--- src/rtl/div_seq_ctrl.sv ---
// -----------------------------------------------------------------------------
// div_seq_ctrl
//   Sequencer for an iterative radix-2 restoring divider that serves the
//   DIV/DIVU instructions. An accepted start latches the operand magnitudes and
//   the sign flags. The block then runs WIDTH shift/trial-subtract steps, applies
//   the sign fix-up and presents quotient/remainder for one cycle with ready_o.
//   While the operation is accepted or iterating, stall_o holds the front of the
//   pipeline.
//
// Optional feature macro: DIV_ZERO_FAST_EN
//   defined   : a zero divisor goes IDLE -> DONE directly (result one cycle later)
//   undefined : a zero divisor runs the full WIDTH iterations
//
// Ports
//   clk       in   clock, rising edge
//   rst       in   asynchronous active-low reset
//   start_i   in   DIV/DIVU present in execute, operands valid
//   signed_i  in   1 = DIV (two's complement), 0 = DIVU
//   annul_i   in   cancel in-flight / pending division
//   a_i, b_i  in   dividend, divisor
//   stall_o   out  hold F/D/E stages
//   busy_o    out  iterating
//   ready_o   out  one-cycle pulse, hi_o/lo_o carry a new result
//   hi_o      out  remainder
//   lo_o      out  quotient
// -----------------------------------------------------------------------------
module div_seq_ctrl #(
    parameter int WIDTH = 32,
    parameter int CNT_W = 6
) (
    input  logic             clk,
    input  logic             rst,
    input  logic             start_i,
    input  logic             signed_i,
    input  logic             annul_i,
    input  logic [WIDTH-1:0] a_i,
    input  logic [WIDTH-1:0] b_i,
    output logic             stall_o,
    output logic             busy_o,
    output logic             ready_o,
    output logic [WIDTH-1:0] hi_o,
    output logic [WIDTH-1:0] lo_o
);

    typedef enum logic [1:0] {
        ST_IDLE = 2'd0,
        ST_BUSY = 2'd1,
        ST_DONE = 2'd2
    } state_t;

    // Two's complement negate when neg is set, pass-through otherwise.
    function automatic logic [WIDTH-1:0] cond_neg(input logic [WIDTH-1:0] v,
                                                 input logic             neg);
        logic [WIDTH-1:0] r;
        if (neg) begin
            r = ~v + WIDTH'(1);
        end else begin
            r = v;
        end
        return r;
    endfunction

    state_t           state_q, state_d;
    logic [CNT_W-1:0] cnt_q, cnt_d;
    logic [WIDTH-1:0] rem_q, rem_d;
    logic [WIDTH-1:0] quo_q, quo_d;
    logic [WIDTH-1:0] dvs_q, dvs_d;
    logic [WIDTH-1:0] a_raw_q, a_raw_d;
    logic             q_neg_q, q_neg_d;
    logic             r_neg_q, r_neg_d;
    logic             dz_q, dz_d;
    logic             ready_q, ready_d;
    logic [WIDTH-1:0] hi_q, hi_d;
    logic [WIDTH-1:0] lo_q, lo_d;

    logic [WIDTH:0]   shifted_s;
    logic             ge_s;
    logic [WIDTH-1:0] sub_s;
    logic [WIDTH-1:0] step_rem_s;
    logic [WIDTH-1:0] step_quo_s;
    logic             accept_s;

    // Next-state logic: one restoring step per BUSY cycle plus FSM sequencing.
    always_comb begin
        state_d = state_q;
        cnt_d   = cnt_q;
        rem_d   = rem_q;
        quo_d   = quo_q;
        dvs_d   = dvs_q;
        a_raw_d = a_raw_q;
        q_neg_d = q_neg_q;
        r_neg_d = r_neg_q;
        dz_d    = dz_q;
        ready_d = 1'b0;
        hi_d    = hi_q;
        lo_d    = lo_q;

        accept_s = start_i & ~annul_i;

        // Trial subtract. The compare is done WIDTH+1 wide. Because rem < divisor
        // holds throughout, the difference always fits WIDTH bits, so a WIDTH-bit
        // modular subtract is exact when it is used.
        shifted_s  = {rem_q, quo_q[WIDTH-1]};
        ge_s       = (shifted_s >= {1'b0, dvs_q});
        sub_s      = shifted_s[WIDTH-1:0] - dvs_q;
        step_rem_s = ge_s ? sub_s : shifted_s[WIDTH-1:0];
        step_quo_s = {quo_q[WIDTH-2:0], ge_s};

        case (state_q)
            ST_IDLE: begin
                if (accept_s) begin
                    rem_d   = {WIDTH{1'b0}};
                    quo_d   = cond_neg(a_i, signed_i & a_i[WIDTH-1]);
                    dvs_d   = cond_neg(b_i, signed_i & b_i[WIDTH-1]);
                    a_raw_d = a_i;
                    q_neg_d = signed_i & (a_i[WIDTH-1] ^ b_i[WIDTH-1]);
                    r_neg_d = signed_i & a_i[WIDTH-1];
                    dz_d    = (b_i == {WIDTH{1'b0}});
                    cnt_d   = {CNT_W{1'b0}};
`ifdef DIV_ZERO_FAST_EN
                    if (b_i == {WIDTH{1'b0}}) begin
                        state_d = ST_DONE;
                        ready_d = 1'b1;
                        lo_d    = {WIDTH{1'b1}};
                        hi_d    = a_i;
                    end else begin
                        state_d = ST_BUSY;
                    end
`else
                    state_d = ST_BUSY;
`endif
                end else begin
                    state_d = ST_IDLE;
                end
            end
            ST_BUSY: begin
                if (annul_i) begin
                    // Abandon silently; the result registers keep the last value.
                    state_d = ST_IDLE;
                end else begin
                    rem_d = step_rem_s;
                    quo_d = step_quo_s;
                    cnt_d = cnt_q + CNT_W'(1);
                    if (cnt_q == CNT_W'(WIDTH - 1)) begin
                        state_d = ST_DONE;
                        ready_d = 1'b1;
                        if (dz_q) begin
                            // Divide by zero reports the raw dividend, not a magnitude.
                            lo_d = {WIDTH{1'b1}};
                            hi_d = a_raw_q;
                        end else begin
                            lo_d = cond_neg(step_quo_s, q_neg_q);
                            hi_d = cond_neg(step_rem_s, r_neg_q);
                        end
                    end else begin
                        state_d = ST_BUSY;
                    end
                end
            end
            ST_DONE: begin
                // Result is already committed; annul and start are ignored here.
                state_d = ST_IDLE;
            end
            default: begin
                state_d = ST_IDLE;
            end
        endcase
    end

    // State, datapath and output registers.
    always_ff @(posedge clk or negedge rst) begin
        if (!rst) begin
            state_q <= ST_IDLE;
            cnt_q   <= {CNT_W{1'b0}};
            rem_q   <= {WIDTH{1'b0}};
            quo_q   <= {WIDTH{1'b0}};
            dvs_q   <= {WIDTH{1'b0}};
            a_raw_q <= {WIDTH{1'b0}};
            q_neg_q <= 1'b0;
            r_neg_q <= 1'b0;
            dz_q    <= 1'b0;
            ready_q <= 1'b0;
            hi_q    <= {WIDTH{1'b0}};
            lo_q    <= {WIDTH{1'b0}};
        end else begin
            state_q <= state_d;
            cnt_q   <= cnt_d;
            rem_q   <= rem_d;
            quo_q   <= quo_d;
            dvs_q   <= dvs_d;
            a_raw_q <= a_raw_d;
            q_neg_q <= q_neg_d;
            r_neg_q <= r_neg_d;
            dz_q    <= dz_d;
            ready_q <= ready_d;
            hi_q    <= hi_d;
            lo_q    <= lo_d;
        end
    end

    // The stall must rise in the acceptance cycle itself, so it is combinational.
    // It is gated by reset so that all outputs read 0 while reset is asserted.
    assign stall_o = rst & (((state_q == ST_IDLE) & start_i & ~annul_i) |
                            (state_q == ST_BUSY));
    assign busy_o  = (state_q == ST_BUSY);
    assign ready_o = ready_q;
    assign hi_o    = hi_q;
    assign lo_o    = lo_q;

endmodule

--- config.mk ---
export PLATFORM = sky130hd
export DESIGN_NAME = div_seq_ctrl
export DESIGN_NICKNAME = d
export VERILOG_FILES = /design/src/rtl/div_seq_ctrl.sv
export SDC_FILE = /design/constraint.sdc
export NUM_CORES = 1
export LEC_CHECK = 0
export CAP_MARGIN = 20
export CORE_MARGIN = 3
export CORE_UTILIZATION = 50
export CTS_CLUSTER_DIAMETER = 150
export DETAILED_ROUTE_END_ITERATION = 8
export DONT_BUFFER_PORTS = 1
export GPL_TIMING_DRIVEN = 0
export MAX_ROUTING_LAYER = met4
export PLACE_DENSITY = 0.79
export SYNTH_ARGS = -nofsm -noshare
export SYNTH_HDL_FRONTEND = slang
export SYNTH_SLANG_ARGS = --single-unit
--- constraint.sdc ---
create_clock -name clk -period 4.6 [get_ports clk]
set_input_delay 0.92 -clock clk [delete_from_list [all_inputs] [get_ports clk]]
set_output_delay 0.92 -clock clk [all_outputs]
set_load 0.05 [all_outputs]
* After elaboration in Yosys (flattened, before gate mapping)
Index checks and enable logic that the tools add are counted.
** Operators by class
- Add/subtract/negate cells :: 6
- $lt $le $gt $ge :: 1
- Equality and inequality tests :: 4
- Mux-type cells :: 23
- Bitwise logic cells :: 14
- Reductions and logical operators :: 6
** Operators by type and width (number)
- 2-to-1 mux 32 bit :: 11
- adder 32 x 1 -> 32 bit (second input constant) :: 4
- NOT 32 bit :: 4
- one-hot mux 32 bit (2 select lines) :: 2
- greater-or-equal comparator 33 x 32 -> 1 bit :: 1
- zero test 32 bit :: 1
- subtractor 32 bit :: 1
- 2-to-1 mux 6 bit :: 2
- one-hot mux 6 bit (2 select lines) :: 1
- AND 1 bit :: 7
- adder 6 x 1 -> 6 bit (second input constant) :: 1
- equality test 6 x 5 -> 1 bit (second input constant) :: 1
- AND reduction 3 bit :: 2
- 2-to-1 mux 1 bit :: 4
- 2-to-1 mux 2 bit :: 2
- != test 2 bit (second input constant) :: 2
- one-hot mux 2 bit (2 select lines) :: 1
- equality test 2 x 1 -> 1 bit (second input constant) :: 1
- zero test 2 bit :: 1
- AND reduction 2 bit :: 1
- nonzero test 2 bit :: 1
- NOT 1 bit :: 1
- bitwise OR 1 bit :: 1
- XOR 1 bit :: 1
** Word-level totals
- Bits in registers :: 204
- Input port bits :: 69
- Output and inout port bits :: 67
- Logic and storage cells :: 66

* Depth between registers and ports, before layout
- Depth in word-level cells :: 6
- Gate-level depth with buffers :: 26
- Gate-level depth less buffers :: 20

* Worst setup path after synthesis
No wires, ideal clock.
- Path kind :: register to register
- From :: register rem_q[9]
- To :: register hi_q[24] (netlist: hi_o[24])
- Setup time :: 0.126 ns
- Data arrival time :: 4.708 ns
- Required time :: 4.474 ns
- Slack :: -0.234 ns
- Stages on the path, launching flop included :: 22
- Path buffers :: 6
- Period minus slack after synthesis :: 4.834 ns
- Path through :: dfrtp_1 -> ha_1 -> buf_2 -> and4_1 -> and2_1 -> a311oi_2 -> o211ai_1 -> or2_1 -> buf_4 -> buf_2 -> buf_6 -> buf_6 -> buf_2 -> o21ai_0 -> ha_1 -> nand2_1 -> nor4_1 -> a41oi_1 -> o41ai_2 -> nand2b_1 -> xnor2_1 -> a221o_1
** Between the ends
- Word-level cells in the longest chain between the ends :: 6
- Elaborated cells between the ends (all ways) :: 7
- Those cells by class :: add/sub: 2; order compare: 1; mux: 3; bitwise: 1
** Ends and longest elaborated chain
- start: declaration :: line 65 : logic [WIDTH-1:0] rem_q, rem_d;
- start signal: assignment :: line 175 : rem_q <= {WIDTH{1'b0}};
- start signal: assignment :: line 188 : rem_q <= rem_d;
- subtractor 32 bit / greater-or-equal comparator 33 x 32 -> 1 bit (equally long branches) :: line 105, 104
- 2-to-1 mux 32 bit (*) :: line 106 : step_rem_s = ge_s ? sub_s : shifted_s[WIDTH-1:0];
- NOT 32 bit :: line 56 : r = ~v + WIDTH'(1);
- adder 32 x 1 -> 32 bit :: line 56
- 2-to-1 mux 32 bit (*) :: line 55 : if (neg) begin
- 2-to-1 mux 32 bit (*) :: line 147 : if (dz_q) begin
- end signal: assignment :: line 183 : hi_q <= {WIDTH{1'b0}};
- end signal: assignment :: line 196 : hi_q <= hi_d;
- end: declaration :: line 73 : logic [WIDTH-1:0] hi_q, hi_d;
Every way passes the cells marked *; elsewhere a longest branch is shown, timed or not.
A chain may end at the register's enable or synchronous reset.

* Worst setup path in the final report
- From :: register quo_q[31]
- To :: register hi_q[30] (netlist: hi_o[30])
** Between the ends
- Word-level cells in the longest chain between the ends :: 6
- Elaborated cells between the ends (all ways) :: 7
- Those cells by class :: add/sub: 2; order compare: 1; mux: 3; bitwise: 1
** Ends and longest elaborated chain
- start: declaration :: line 66 : logic [WIDTH-1:0] quo_q, quo_d;
- start signal: assignment :: line 176 : quo_q <= {WIDTH{1'b0}};
- start signal: assignment :: line 189 : quo_q <= quo_d;
- subtractor 32 bit / greater-or-equal comparator 33 x 32 -> 1 bit (equally long branches) :: line 105, 104
- 2-to-1 mux 32 bit (*) :: line 106
- NOT 32 bit :: line 56
- adder 32 x 1 -> 32 bit :: line 56
- 2-to-1 mux 32 bit (*) :: line 55
- 2-to-1 mux 32 bit (*) :: line 147
Marked as above.

==> implementation parameters <==
Parameter                              Value

Logic synthesis
  Share of synthesized registers carrying an async set or reset ... 1.00
  Xor and xnor fraction of the mapped netlist area ... 0.0916
  Syn_area_per_cell ... 8.05 um^2
  Warnings from Yosys ... 0
  Mux share of post-synthesis cell area ... 0.0173
  Synth Area in Adders ... 0.0358
  Flip-flop and latch count after synthesis ... 204
  Count of mapped cells out of synthesis ... 1,674
  Syn Std Cell Area ... 0.0135 mm^2
  Proportion of synthesized chip area in sequential cells ... 0.379
  Most used DFF post-synth ... dfrtp_1
  Post-synth EDFFs ... 0
  Number of distinct library cell variants in the gate-level netlist after synthesis ... 83
  Dominant combinational cell family by area after synthesis ... simple AND/OR/NAND/NOR gates
  Synth Area in Simple Gates ... 0.218
  Net count after synthesis ... 1,781
  Compound-cell area share of the yosys netlist ... 0.212

Worst hold path
  Min-Delay Path Class ... in2async

Worst setup path
  Largest fanout of any net on the critical path ... 7
  Kind of cell adding the most delay to the critical path ... compound AO/OA/AOI/OAI gates
  Critical Path RT ... 5.01 ns
  Total buffers and inverters traversed by the critical path ... 2
  Length in cells of the worst reg-to-reg path ... 15
  Setup Crit Path Kind ... reg2reg
  CP max-delay cell ... a311oi_1
  CP endpoint kind ... register
  Terminus of the critical flop-to-flop path ... hi_o[30]
  Longest individual stage delay on the worst path ... 0.49 ns
  Data arrival at the endpoint of the critical path ... 4.93 ns
  Critical Path End ... hi_o[30]
  Sequence of cells on the critical path ... inv_2 > ha_4 > inv_1 > fa_1 > a21o_1 > a311o_1 > nand4_1 > a211oi_1 > or2_2 > a311oi_1 > a31oi_1 > nor3b_1 > a31oi_2 > xnor2_1 > a221o_1
  CP Depth ... 15
  Worst R2R Start ... quo_q[31]
  Worst Setup Start Kind ... register
  Origin of the worst setup path ... quo_q[31]
  Worst R2R Setup Slack ... 0.08 ns

STA
  # setup viols final ... 0
  Total count of max-transition violations in the final report ... 0
  Hold violation total from the final report ... 0
  RSZ-0062 raised after global routing ... yes
  Worst slew margin relative to its limit ... 0.231
  Setup Skew ... 0.0130 ns
  Actual transition at the worst max-transition pin ... 1.15 ns
  Post-Route Hold Slack ... 0.0940 ns
  Final period demand of the worst path ... 4.52 ns
  Achievable frequency ... 221 MHz
  Fin crit share ... 0.983

Pwr
  Internal power summed over all cells ... 5.55 mW
  Combinational group share of total power ... 0.557
  NetSw ... 4.52 mW
  Power share of the sequential group ... 0.247
  Clock network power share ... 0.196
  Static Leakage ... 6.65 nW
  Highest ir drop seen on vdd ... 0.000372 V
  Proportion of total power due to net switching ... 0.449
  Power density of the placed cells ... 643 mW/mm^2

Detailed routing
  Detailed Route WL ... 44,100 um
  First drt pass iteration count ... 8
  Iter 0 DRT Violations ... 1,276
  DRC viols ... 0
  Via total after detailed routing ... 13,195
  Vias per Instance ... 6.30
  Detail-routed net length per standard cell ... 21.1 um
  Antenna Violating Nets Remaining ... 0

GRT
  First-pass GRT wire length ... 68,800 um
  Global route total overflow ... 0
  Maximum number of pins on one net before global-route repair ... 206
  Antenna violations before repair ... 0
  Global router's overall resource usage ... 0.305
  Number of global-route vias before repair ... 12,645

Run
  Max-cap viol count ... 0

CTS
  Cell at the root of the clock tree ... clkbuf_16
  Clock Pin Slew Worst Setup and Hold Paths ... 0.06 ns
  Maximum buffer depth of the clock tree ... 3
  Clock Sinks ... 204
  Worst skew pair latency ... 0.53 ns
  TritonCTS Buffers ... 24
  Maximum level of the CTS H-tree ... 1
  Cts-stage hold buffer count ... 0
  TritonCTS clock tree ... done

Placed design
  RePlAce Congestion ... 0.967
  Sum of net half-perimeters after detailed placement ... 32,500 um
  Port Buffers ... 0

Cells and area
  Antenna Cells ... 0
  Fin nets ... 1,850
  Core utilization of the finished layout ... 0.595
  Ratio of cells with drive above 1 in the final layout ... 0.125
  Area grow syn2layout ... 16.0%

Status
  Result of the run ... finished, final reports clean

Floorplanning
  DIE HEIGHT ... 170 um
  DIE AREA ... 0.0290 mm^2
  Core area ... 0.0263 mm^2
  Total I/O pin count ... 136
  Std-Cell Rows ... 59
  Initial standard-cell utilization of the core ... 0.513
  X dimension of the die ... 170 um
==> logic make-up (layout without fill, tap and decap cells) <==
kind of cell / count (synthesis) / after routing
AO/OA/AOI/OAI: 480 / 480
XOR/XNOR: 141 / 141
multiplexers: 23 / 23
flip-flops: 204 / 204
buffers and inverters: 150 / 235
AND/OR/NAND/NOR: 638 / 638
adder cells (fa/ha/maj): 38 / 38
==> worst reg2reg max path, stage by stage (launching register included) <==
cell	delay [ns]
dfrtp_2	0.43
inv_2	0.14
ha_4	0.15
inv_1	0.04
fa_1	0.40
a21o_1	0.20
a311o_1	0.46
nand4_1	0.29
a211oi_1	0.18
or2_2	0.35
a311oi_1	0.49
a31oi_1	0.24
nor3b_1	0.39
a31oi_2	0.17
xnor2_1	0.18
a221o_1	0.30
==> layer usage <==
metal / GRT usage / vias to the layer above / wire length, um
li1: - / 6044 / -
met1: 0.408 / 6368 / 18100
met2: 0.468 / 684 / 20000
met3: 0.0757 / 99 / 4830
met4: 0.0755 / 0 / 1150
met5: - / - / 0
==> power groups by stage <==
stage / Combinational (mW) / Sequential [mW] / Clock [mW]
2_1_floorplan: 3.48 / 2.34 / 0
3_3_place_gp: 4.50 / 2.46 / 0
3_5_place_dp: 4.56 / 2.47 / 0
4_1_cts: 5.05 / 2.45 / 1.99
5_1_grt: 6.07 / 2.51 / 2.05
6_report: 5.60 / 2.48 / 1.98
==> worst min-delay path by stage <==
stage	end	start	depth (start not counted)	slack (ns)
finish	lo_o[6]	rst	0	0.09
global route	lo_o[6]	rst	0	0.08
CTS	hi_o[13]	rst	0	0.08
detailed placement	a_raw_q[29]	a_raw_q[29]	2	0.46
global placement	a_raw_q[26]	a_raw_q[26]	2	0.46
floorplan	a_raw_q[30]	a_raw_q[30]	2	0.44
==> synth_stat cells, types with 14 or more instances <==
master      n  area share
a21oi_1   155       0.058
a31oi_1    21      0.0097
and3_1     14      0.0065
clkbuf_1   63       0.018
dfrtp_1   204        0.38
ha_1       37       0.034
inv_1      59       0.016
mux2i_1    21       0.016
nand2_1   288       0.080
nand3_1    23      0.0085
nor2_1    157       0.044
nor3_1     35       0.013
nor4_1     17      0.0079
o21ai_0   172       0.064
o31ai_1    22       0.012
xnor2_1    62       0.040
xor2_1     79       0.051
==> metrics by stage <==
step                TNS, ns  power (mW)  instance area (um^2)  worst slack (ns)  cells
floorplan           -0.0130        5.82                 13500           -0.0130   1674
global placement     -15.61        6.96                 13900             -1.22   2009
detailed placement   -16.80        7.04                 13900             -1.32   2009
CTS                       0        9.50                 15200          0.000631   2069
global route         -0.128        10.6                 15600           -0.0850   2094
finish                    0        10.1                 15600            0.0784   2094
==> cells in the final DEF (no fill, tap or decap), drive strengths merged, types with 12 or more instances in the layout <==
master and count:
or4 17, nand4 12, o31ai 23, nand3 24, nor3 37, a31oi 21
a21oi 156, o41ai 14, dfrtp 204, ha 37, inv 62, nand2 288
a211oi 13, and2 13, nor2 157, buf 68, and3 14, mux2i 21
or3 12, o21ai 182, nor4 20, xor2 79, clkbuf 98, xnor2 62
==> registers in the layout (all words and copies together) (netlist names) <==
register and count:
hi_o 32, q_neg_q 1, cnt_q 6, lo_o 32, ready_o 1, dvs_q 32, rem_q 32, quo_q 32
a_raw_q 32, dz_q 1, r_neg_q 1, state_q 2
==> final cells by class <==
cell class              instances  area, um^2
clock inverters                 8        98.8
inverters                      61         234
flip-flops and latches        204        5130
repair buffers                 52         398
well taps                     335         419
clock buffers                  34         709
fillers                      2285       10600
multi-input cells            1320        8270
plain buffers                  80         378
==> repair_timing <==
action | CTS | global route
resized for setup | 81 | 65
buffers inserted | 23 | 29
pin swaps | 11 | 25
endpoints found under the setup margin | 25 | 21
(Power assumes the default switching activity.)
